==> src/rtl/pipeline_ctrl_pkg.sv <==
// Shared definitions for the ID-stage pipeline control logic: FSM encoding,
// stall-requirement codes and the per-operand stall rule.
package pipeline_ctrl_pkg;

  localparam int REG_W = 5;

  typedef enum logic {
    RUN   = 1'b0,
    STALL = 1'b1
  } state_e;

  localparam logic [1:0] STALL_NONE = 2'd0;
  localparam logic [1:0] STALL_ONE  = 2'd1;
  localparam logic [1:0] STALL_TWO  = 2'd2;

  // A branch compares in ID, so it must wait for both ALU and load results;
  // other instructions only wait out a load-use in EX.
  function automatic logic [1:0] operand_req(input logic is_br,
                                             input logic match_e,
                                             input logic match_m,
                                             input logic ex_mem_read,
                                             input logic mem_mem_read);
    logic [1:0] r;
    r = STALL_NONE;
    if (is_br) begin
      if (match_e && ex_mem_read)       r = STALL_TWO;
      else if (match_e)                 r = STALL_ONE;
      else if (match_m && mem_mem_read) r = STALL_ONE;
    end else if (match_e && ex_mem_read) begin
      r = STALL_ONE;
    end
    return r;
  endfunction

  function automatic logic [1:0] max_req(input logic [1:0] a, input logic [1:0] b);
    return (a > b) ? a : b;
  endfunction

endpackage

==> src/rtl/branch_hazard_controller_if.sv <==
// Bus between the hazard/forwarding datapath (master) and the branch hazard
// controller (slave).
interface branch_hazard_controller_if #(
  parameter int REG_W = pipeline_ctrl_pkg::REG_W,
  parameter int CNT_W = 16
);
  logic             is_branch;
  logic             is_jump;
  logic             uses_rs;
  logic             uses_rt;
  logic             branch_taken;
  logic [REG_W-1:0] IF_ID_Rs;
  logic [REG_W-1:0] IF_ID_Rt;
  logic [REG_W-1:0] ID_EX_Rd;
  logic             ID_EX_RegWrite;
  logic             ID_EX_MemRead;
  logic [REG_W-1:0] EX_MEM_Rd;
  logic             EX_MEM_RegWrite;
  logic             EX_MEM_MemRead;

  logic             pc_write;
  logic             if_id_write;
  logic             id_ex_bubble;
  logic             if_id_flush;
  logic             BranchForwardA;
  logic             BranchForwardB;
  logic [CNT_W-1:0] stall_count;
  logic [CNT_W-1:0] flush_count;

  modport master (
    output is_branch, is_jump, uses_rs, uses_rt, branch_taken,
    output IF_ID_Rs, IF_ID_Rt,
    output ID_EX_Rd, ID_EX_RegWrite, ID_EX_MemRead,
    output EX_MEM_Rd, EX_MEM_RegWrite, EX_MEM_MemRead,
    input  pc_write, if_id_write, id_ex_bubble, if_id_flush,
    input  BranchForwardA, BranchForwardB, stall_count, flush_count
  );

  modport slave (
    input  is_branch, is_jump, uses_rs, uses_rt, branch_taken,
    input  IF_ID_Rs, IF_ID_Rt,
    input  ID_EX_Rd, ID_EX_RegWrite, ID_EX_MemRead,
    input  EX_MEM_Rd, EX_MEM_RegWrite, EX_MEM_MemRead,
    output pc_write, if_id_write, id_ex_bubble, if_id_flush,
    output BranchForwardA, BranchForwardB, stall_count, flush_count
  );

endinterface

==> src/rtl/branch_hazard_controller_dep_detect.sv <==
// Combinational dependency detector: register matches against EX and MEM,
// the stall requirement of the ID instruction and the raw branch forwards.
module branch_dep_detect
  import pipeline_ctrl_pkg::*;
#(
  parameter int REG_W = pipeline_ctrl_pkg::REG_W
) (
  input  logic             is_branch,
  input  logic             is_jump,
  input  logic             uses_rs,
  input  logic             uses_rt,
  input  logic [REG_W-1:0] IF_ID_Rs,
  input  logic [REG_W-1:0] IF_ID_Rt,
  input  logic [REG_W-1:0] ID_EX_Rd,
  input  logic             ID_EX_RegWrite,
  input  logic             ID_EX_MemRead,
  input  logic [REG_W-1:0] EX_MEM_Rd,
  input  logic             EX_MEM_RegWrite,
  input  logic             EX_MEM_MemRead,
  output logic [1:0]       req,
  output logic             fwd_a,
  output logic             fwd_b
);

  logic       match_e_rs;
  logic       match_e_rt;
  logic       match_m_rs;
  logic       match_m_rt;
  logic [1:0] req_rs;
  logic [1:0] req_rt;

  // R0 is hard-wired to zero, so a write to it never creates a dependency.
  always_comb begin
    match_e_rs = ID_EX_RegWrite  && (ID_EX_Rd  != '0) && (ID_EX_Rd  == IF_ID_Rs) && uses_rs;
    match_e_rt = ID_EX_RegWrite  && (ID_EX_Rd  != '0) && (ID_EX_Rd  == IF_ID_Rt) && uses_rt;
    match_m_rs = EX_MEM_RegWrite && (EX_MEM_Rd != '0) && (EX_MEM_Rd == IF_ID_Rs) && uses_rs;
    match_m_rt = EX_MEM_RegWrite && (EX_MEM_Rd != '0) && (EX_MEM_Rd == IF_ID_Rt) && uses_rt;

    req_rs = operand_req(is_branch, match_e_rs, match_m_rs, ID_EX_MemRead, EX_MEM_MemRead);
    req_rt = operand_req(is_branch, match_e_rt, match_m_rt, ID_EX_MemRead, EX_MEM_MemRead);

    // Jumps read no registers, so any apparent dependency is ignored.
    req = is_jump ? STALL_NONE : max_req(req_rs, req_rt);

    fwd_a = is_branch && match_m_rs && !EX_MEM_MemRead;
    fwd_b = is_branch && match_m_rt && !EX_MEM_MemRead;
  end

endmodule

==> src/rtl/branch_hazard_controller.sv <==
// ID-stage branch hazard controller: stall FSM with remaining-cycle counter,
// branch forward selects, IF/ID flush and saturating performance counters.
module branch_hazard_controller
  import pipeline_ctrl_pkg::*;
#(
  parameter int REG_W = pipeline_ctrl_pkg::REG_W,
  parameter int CNT_W = 16
) (
  input  logic                       clk,
  input  logic                       rst_n,
  branch_hazard_controller_if.slave  bus
);

  localparam logic [CNT_W-1:0] CNT_MAX = '1;

  logic [1:0]       req;
  logic             fwd_a_raw;
  logic             fwd_b_raw;

  state_e           state_q;
  state_e           state_d;
  logic [1:0]       remaining_q;
  logic [1:0]       remaining_d;
  logic [CNT_W-1:0] stall_count_q;
  logic [CNT_W-1:0] stall_count_d;
  logic [CNT_W-1:0] flush_count_q;
  logic [CNT_W-1:0] flush_count_d;

  logic             pc_write;
  logic             if_id_write;
  logic             id_ex_bubble;
  logic             if_id_flush;
  logic             fwd_a;
  logic             fwd_b;

  branch_dep_detect #(.REG_W(REG_W)) u_dep (
    .is_branch       (bus.is_branch),
    .is_jump         (bus.is_jump),
    .uses_rs         (bus.uses_rs),
    .uses_rt         (bus.uses_rt),
    .IF_ID_Rs        (bus.IF_ID_Rs),
    .IF_ID_Rt        (bus.IF_ID_Rt),
    .ID_EX_Rd        (bus.ID_EX_Rd),
    .ID_EX_RegWrite  (bus.ID_EX_RegWrite),
    .ID_EX_MemRead   (bus.ID_EX_MemRead),
    .EX_MEM_Rd       (bus.EX_MEM_Rd),
    .EX_MEM_RegWrite (bus.EX_MEM_RegWrite),
    .EX_MEM_MemRead  (bus.EX_MEM_MemRead),
    .req             (req),
    .fwd_a           (fwd_a_raw),
    .fwd_b           (fwd_b_raw)
  );

  // Default is the held/bubbled pipeline; only RUN with no stall requirement
  // lets the pipeline advance, forward and flush.
  always_comb begin
    state_d      = state_q;
    remaining_d  = remaining_q;
    pc_write     = 1'b0;
    if_id_write  = 1'b0;
    id_ex_bubble = 1'b1;
    if_id_flush  = 1'b0;
    fwd_a        = 1'b0;
    fwd_b        = 1'b0;

    if (rst_n) begin
      case (state_q)
        RUN: begin
          if (req == STALL_NONE) begin
            pc_write     = 1'b1;
            if_id_write  = 1'b1;
            id_ex_bubble = 1'b0;
            fwd_a        = fwd_a_raw;
            fwd_b        = fwd_b_raw;
            if_id_flush  = bus.is_jump || (bus.is_branch && bus.branch_taken);
          end else begin
            remaining_d = req - 2'd1;
            state_d     = (remaining_d != STALL_NONE) ? STALL : RUN;
          end
        end
        STALL: begin
          remaining_d = remaining_q - 2'd1;
          if (remaining_q <= 2'd1) begin
            remaining_d = STALL_NONE;
            state_d     = RUN;
          end
        end
        default: begin
          state_d     = RUN;
          remaining_d = STALL_NONE;
        end
      endcase
    end
  end

  always_comb begin
    stall_count_d = stall_count_q;
    flush_count_d = flush_count_q;
    if (rst_n && id_ex_bubble && (stall_count_q != CNT_MAX)) begin
      stall_count_d = stall_count_q + 1'b1;
    end
    if (if_id_flush && (flush_count_q != CNT_MAX)) begin
      flush_count_d = flush_count_q + 1'b1;
    end
  end

  always_ff @(posedge clk or negedge rst_n) begin
    if (!rst_n) begin
      state_q       <= RUN;
      remaining_q   <= STALL_NONE;
      stall_count_q <= '0;
      flush_count_q <= '0;
    end else begin
      state_q       <= state_d;
      remaining_q   <= remaining_d;
      stall_count_q <= stall_count_d;
      flush_count_q <= flush_count_d;
    end
  end

  assign bus.pc_write       = pc_write;
  assign bus.if_id_write    = if_id_write;
  assign bus.id_ex_bubble   = id_ex_bubble;
  assign bus.if_id_flush    = if_id_flush;
  assign bus.BranchForwardA = fwd_a;
  assign bus.BranchForwardB = fwd_b;
  assign bus.stall_count    = stall_count_q;
  assign bus.flush_count    = flush_count_q;

endmodule

==> src/flat_wrapper.sv <==
// flat-port wrapper written by rule: the top's interface ports become plain ports
module branch_hazard_controller_flat import pipeline_ctrl_pkg::*;
#(
  parameter int REG_W = pipeline_ctrl_pkg::REG_W,
  parameter int CNT_W = 16
)
  (clk, rst_n, bus_is_branch, bus_is_jump, bus_uses_rs, bus_uses_rt, bus_branch_taken, bus_IF_ID_Rs, bus_IF_ID_Rt, bus_ID_EX_Rd, bus_ID_EX_RegWrite, bus_ID_EX_MemRead, bus_EX_MEM_Rd, bus_EX_MEM_RegWrite, bus_EX_MEM_MemRead, bus_pc_write, bus_if_id_write, bus_id_ex_bubble, bus_if_id_flush, bus_BranchForwardA, bus_BranchForwardB, bus_stall_count, bus_flush_count);
  branch_hazard_controller_if #(.REG_W(REG_W), .CNT_W(CNT_W)) bus_i ();
  input  logic clk;
  input  logic rst_n;
  input wire logic [$bits(bus_i.is_branch)-1:0] bus_is_branch;
  input wire logic [$bits(bus_i.is_jump)-1:0] bus_is_jump;
  input wire logic [$bits(bus_i.uses_rs)-1:0] bus_uses_rs;
  input wire logic [$bits(bus_i.uses_rt)-1:0] bus_uses_rt;
  input wire logic [$bits(bus_i.branch_taken)-1:0] bus_branch_taken;
  input wire logic [$bits(bus_i.IF_ID_Rs)-1:0] bus_IF_ID_Rs;
  input wire logic [$bits(bus_i.IF_ID_Rt)-1:0] bus_IF_ID_Rt;
  input wire logic [$bits(bus_i.ID_EX_Rd)-1:0] bus_ID_EX_Rd;
  input wire logic [$bits(bus_i.ID_EX_RegWrite)-1:0] bus_ID_EX_RegWrite;
  input wire logic [$bits(bus_i.ID_EX_MemRead)-1:0] bus_ID_EX_MemRead;
  input wire logic [$bits(bus_i.EX_MEM_Rd)-1:0] bus_EX_MEM_Rd;
  input wire logic [$bits(bus_i.EX_MEM_RegWrite)-1:0] bus_EX_MEM_RegWrite;
  input wire logic [$bits(bus_i.EX_MEM_MemRead)-1:0] bus_EX_MEM_MemRead;
  output wire logic [$bits(bus_i.pc_write)-1:0] bus_pc_write;
  output wire logic [$bits(bus_i.if_id_write)-1:0] bus_if_id_write;
  output wire logic [$bits(bus_i.id_ex_bubble)-1:0] bus_id_ex_bubble;
  output wire logic [$bits(bus_i.if_id_flush)-1:0] bus_if_id_flush;
  output wire logic [$bits(bus_i.BranchForwardA)-1:0] bus_BranchForwardA;
  output wire logic [$bits(bus_i.BranchForwardB)-1:0] bus_BranchForwardB;
  output wire logic [$bits(bus_i.stall_count)-1:0] bus_stall_count;
  output wire logic [$bits(bus_i.flush_count)-1:0] bus_flush_count;
  assign bus_i.is_branch = bus_is_branch;
  assign bus_i.is_jump = bus_is_jump;
  assign bus_i.uses_rs = bus_uses_rs;
  assign bus_i.uses_rt = bus_uses_rt;
  assign bus_i.branch_taken = bus_branch_taken;
  assign bus_i.IF_ID_Rs = bus_IF_ID_Rs;
  assign bus_i.IF_ID_Rt = bus_IF_ID_Rt;
  assign bus_i.ID_EX_Rd = bus_ID_EX_Rd;
  assign bus_i.ID_EX_RegWrite = bus_ID_EX_RegWrite;
  assign bus_i.ID_EX_MemRead = bus_ID_EX_MemRead;
  assign bus_i.EX_MEM_Rd = bus_EX_MEM_Rd;
  assign bus_i.EX_MEM_RegWrite = bus_EX_MEM_RegWrite;
  assign bus_i.EX_MEM_MemRead = bus_EX_MEM_MemRead;
  assign bus_pc_write = bus_i.pc_write;
  assign bus_if_id_write = bus_i.if_id_write;
  assign bus_id_ex_bubble = bus_i.id_ex_bubble;
  assign bus_if_id_flush = bus_i.if_id_flush;
  assign bus_BranchForwardA = bus_i.BranchForwardA;
  assign bus_BranchForwardB = bus_i.BranchForwardB;
  assign bus_stall_count = bus_i.stall_count;
  assign bus_flush_count = bus_i.flush_count;
  branch_hazard_controller #(.REG_W(REG_W), .CNT_W(CNT_W)) u_core (.clk(clk), .rst_n(rst_n), .bus(bus_i));
endmodule
==> config.mk <==
export PLATFORM = sky130hd
export DESIGN_NAME = branch_hazard_controller_flat
export DESIGN_NICKNAME = d
export VERILOG_FILES = /design/src/rtl/pipeline_ctrl_pkg.sv /design/src/rtl/branch_hazard_controller_if.sv /design/src/rtl/branch_hazard_controller_dep_detect.sv /design/src/rtl/branch_hazard_controller.sv /design/src/flat_wrapper.sv
export SDC_FILE = /design/constraint.sdc
export NUM_CORES = 1
export LEC_CHECK = 0
export ABC_AREA = 1
export CAP_MARGIN = 10
export CORE_UTILIZATION = 25
export DETAILED_ROUTE_END_ITERATION = 10
export SLEW_MARGIN = 20
export SYNTH_ARGS = -nofsm -noshare
export SYNTH_HDL_FRONTEND = slang
export SYNTH_HIERARCHICAL = 1
export SYNTH_SLANG_ARGS = --single-unit
==> constraint.sdc <==
create_clock -name clk -period 6.3 [get_ports clk]
set_input_delay 1.26 -clock clk [delete_from_list [all_inputs] [get_ports clk]]
set_output_delay 1.26 -clock clk [all_outputs]
set_load 0.02 [all_outputs]
==> metrics.txt <==
vias per std cell 4.42; power per cell area 211 nW/µm²; post-synthesis share of cell area spent on and, or, nand and nor gates 0.457; Placeable Area 10,900 µm²; total CTS buffers 5; length of the first detailed-routing pass in iterations 4; cells along the critical path clkdlybuf4s50_1, nor2_1, nand4_1, nand2_2, nor2_2, nand4_1, nand3_1, inv_1, ha_1, a22oi_1, nand2_1, inv_1, nor2_1, inv_1, ha_1, nand3_4, nor2_8, clkdlybuf4s50_1; compound-cell area share of the yosys netlist 0.0586; number of sinks on the clock net 35; quantity of I/O buffers inserted on ports 68; remaining routing DRC violations 0; count of mapped cells out of synthesis 446; first-pass GRT wire length 12.2 mm; main combinational cell family by area after synthesis simple AND/OR/NAND/NOR gates; floorplan die height 109 µm; post-synth cell types 32; Reg2Reg Depth 9; # fillers 1,163; Die X-Extent 109 µm; internal reg-to-reg setup slack 4290 ps; Cell Rows 38; minimum clock period 5780 ps; ratio of cells with drive above 1 in the final layout 0.0867; Max Cap Violations 0; post-CTS sizing 0; number of antenna violations at the first check in global routing 0; origin of the critical flop-to-flop path u_core/bus.stall_count[0]; Post-CTS Setup Inserts 0; standard cell with the maximum stage delay on the critical path sky130_fd_sc_hd__clkdlybuf4s50_1; Final #Nets 556; final period utilization 0.918; Hold Crit Endpoint u_core/bus.stall_count[14]; full die area 11,800 µm²; fraction of the yosys area taken by sequential cells 0.309; Leak 0.00177 µW; global placer's final weighted congestion 0.873; final setup margin 519 ps; result of the run complete, no violations; average routed wire per standard cell 11.1 µm; hold violation count in the final report 0; number of slew-limit violations in the final report 0; start point of the worst hold path u_core/bus.stall_count[14]; total via count in the routed design 2,911; setup TNS 0 ps; most used cell, CP sky130_fd_sc_hd__inv_1; biggest area consumer among synthesized cells sky130_fd_sc_hd__dfrtp_1; stage delay of the slowest cell on the critical path 630 ps; number of warning messages in the yosys log 6; largest net degree at the start of global routing 39; count of flip-flops with a built-in enable after synthesis 0; fin area 3800 µm²; Reg2Reg Capture Point u_core/bus.stall_count[5]; Yosys top cell area share 0.309; most used flip-flop cell after synthesis sky130_fd_sc_hd__dfrtp_1; clock insertion delay at the later pin of the skew report 270 ps; growth of design area from synthesis to finish 33.8%; Avg Cell Area, Syn 6.37 µm²; num ports 69; worst hold path depth 2; number of inserted diodes 0; clock tree from TritonCTS done; DRC violation total after the first TritonRoute iteration 128; transition time at the pin with the least slew margin 604 ps; Max rail drop VDD 0.145 mV; combined area of the multi-input logic cells 1670 µm²; footprint of the flip-flops and latches 876 µm²; worst slew margin relative to its limit 0.597; largest cells by area after synthesis sky130_fd_sc_hd__dfrtp_1, sky130_fd_sc_hd__nand2_1, sky130_fd_sc_hd__inv_1, sky130_fd_sc_hd__nor2_1, sky130_fd_sc_hd__nand3_1; H-tree level count 2; starting density of the core 0.260; Mapped Area 2840 µm²; number of global-route vias before repair 2,649; area of placed instances 3660 µm²; CTS Root Buffer Type sky130_fd_sc_hd__clkbuf_16; count of antenna-violating nets left after detailed routing 0; detailed-placement wirelength estimate 5.78 mm; post-placement setup slack 524 ps; Hold-fix buffers, CTS 0; number of buffers and inverters on the critical path 5; number of nets in the synthesized netlist 484; CTS Buffer Depth 2; maximum achievable frequency 173 MHz; async set or reset register ratio after synthesis 1.00; gr ovfl total 0; logic depth of the worst path, buffers included 18; largest fanout on the critical path 5; multiplexer share of the synthesized area 0; kind of path behind the tightest hold check register to register; Worst Path Class, Setup input pin to output pin; most numerous cell types in the synthesized netlist sky130_fd_sc_hd__nand2_1, sky130_fd_sc_hd__inv_1, sky130_fd_sc_hd__nor2_1; adder-cell share of the synthesized area 0.0309; clock transition at the register clock pins on the worst setup and hold paths after CTS 60 ps; total wire length 7.34 mm; top-count cell post-synth sky130_fd_sc_hd__nand2_1; crit path capture type output pin; worst-case clock skew 7.41 ps; Setup-failing EPs final 0; Setup crit start kind input pin; Top delay family on crit path buffers and inverters; GRT Util Overall 0.129; xor/xnor cell area share of the yosys netlist 0.0432; WP data required 5040 ps; Synth Register Bits 35; setup repair after global routing missed its margin no; Critical Path AT 4520 ps
## final cells by class
cell class | count | area share
Multi-Input combinational cell | 341 | 0.441
Sequential cell | 35 | 0.231
Timing Repair Buffer | 69 | 0.180
Inverter | 66 | 0.0652
Tap cell | 140 | 0.0461
Clock buffer | 6 | 0.0339
Clock inverter | 2 | 0.00329
## worst max-delay path by stage
stage / startpoint / to / slack [ps]
after CTS: bus_ID_EX_Rd[3] / bus_if_id_flush / 510
after global placement: bus_IF_ID_Rs[3] / bus_if_id_flush / 590
after floorplan: bus_IF_ID_Rt[3] / bus_pc_write / 1600
after global routing: bus_ID_EX_Rd[2] / bus_if_id_flush / 220
final: bus_ID_EX_Rd[2] / bus_if_id_flush / 520
after detailed placement: bus_ID_EX_Rd[3] / bus_if_id_flush / 520
## placed cells by master (no fill, tap or decap), drive strengths merged, types with 6 or more instances in the layout
master and count:
xnor2 8, a21oi 6, dfrtp 35, nand3 29
nand4 13, nor2 55, nand2 189, inv 63
xor2 6, clkbuf 6, clkdlybuf4s50 67, ha 7
o21ai 18
## state kept, by name, summed over array words and instances (netlist names)
signal and flops:
u_core/bus.flush_count 16, u_core/bus.stall_count 16, u_core/remaining_q 2, u_core/state_q 1
## routing by layer
layer / global-route usage / wire [µm] / vias up
met4: 0.0232 / 39 / 0
met2: 0.227 / 3560 / 54
met1: 0.166 / 3500 / 1329
met3: 0.0199 / 233 / 2
met5: 0 / 0 / -
li1: - / - / 1526
## worst min-delay path, stage by stage (launching register included)
cell                      delay, ps
sky130_fd_sc_hd__dfrtp_1        390
sky130_fd_sc_hd__nand2_1         70
sky130_fd_sc_hd__nand2_1         40
## per-stage QoR
stage | total power (µW) | std cells | hold slack, ps | utilization
finish | 802 | 659 | 536 | 0.347
global route | 852 | 659 | 559 | 0.347
CTS | 810 | 659 | 542 | 0.347
detailed placement | 569 | 651 | 526 | 0.334
global placement | 564 | 651 | 508 | 0.334
floorplan | 446 | 446 | 488 | -
## power by group
part | total [µW] | switching [µW] | internal, µW
Sequential | 309 | 50.6 | 259
Clock | 238 | 92.0 | 146
Combinational | 255 | 138 | 117
## kinds of logic after synthesis
kind of cell	Yosys count
buffers and inverters	70
and+or+nand+nor	293
AOI/OAI and AO/OA	27
DFF	35
xor gates and xnor gates	14
adders and majority gates	7
Power figures use the tool's default switching activity.
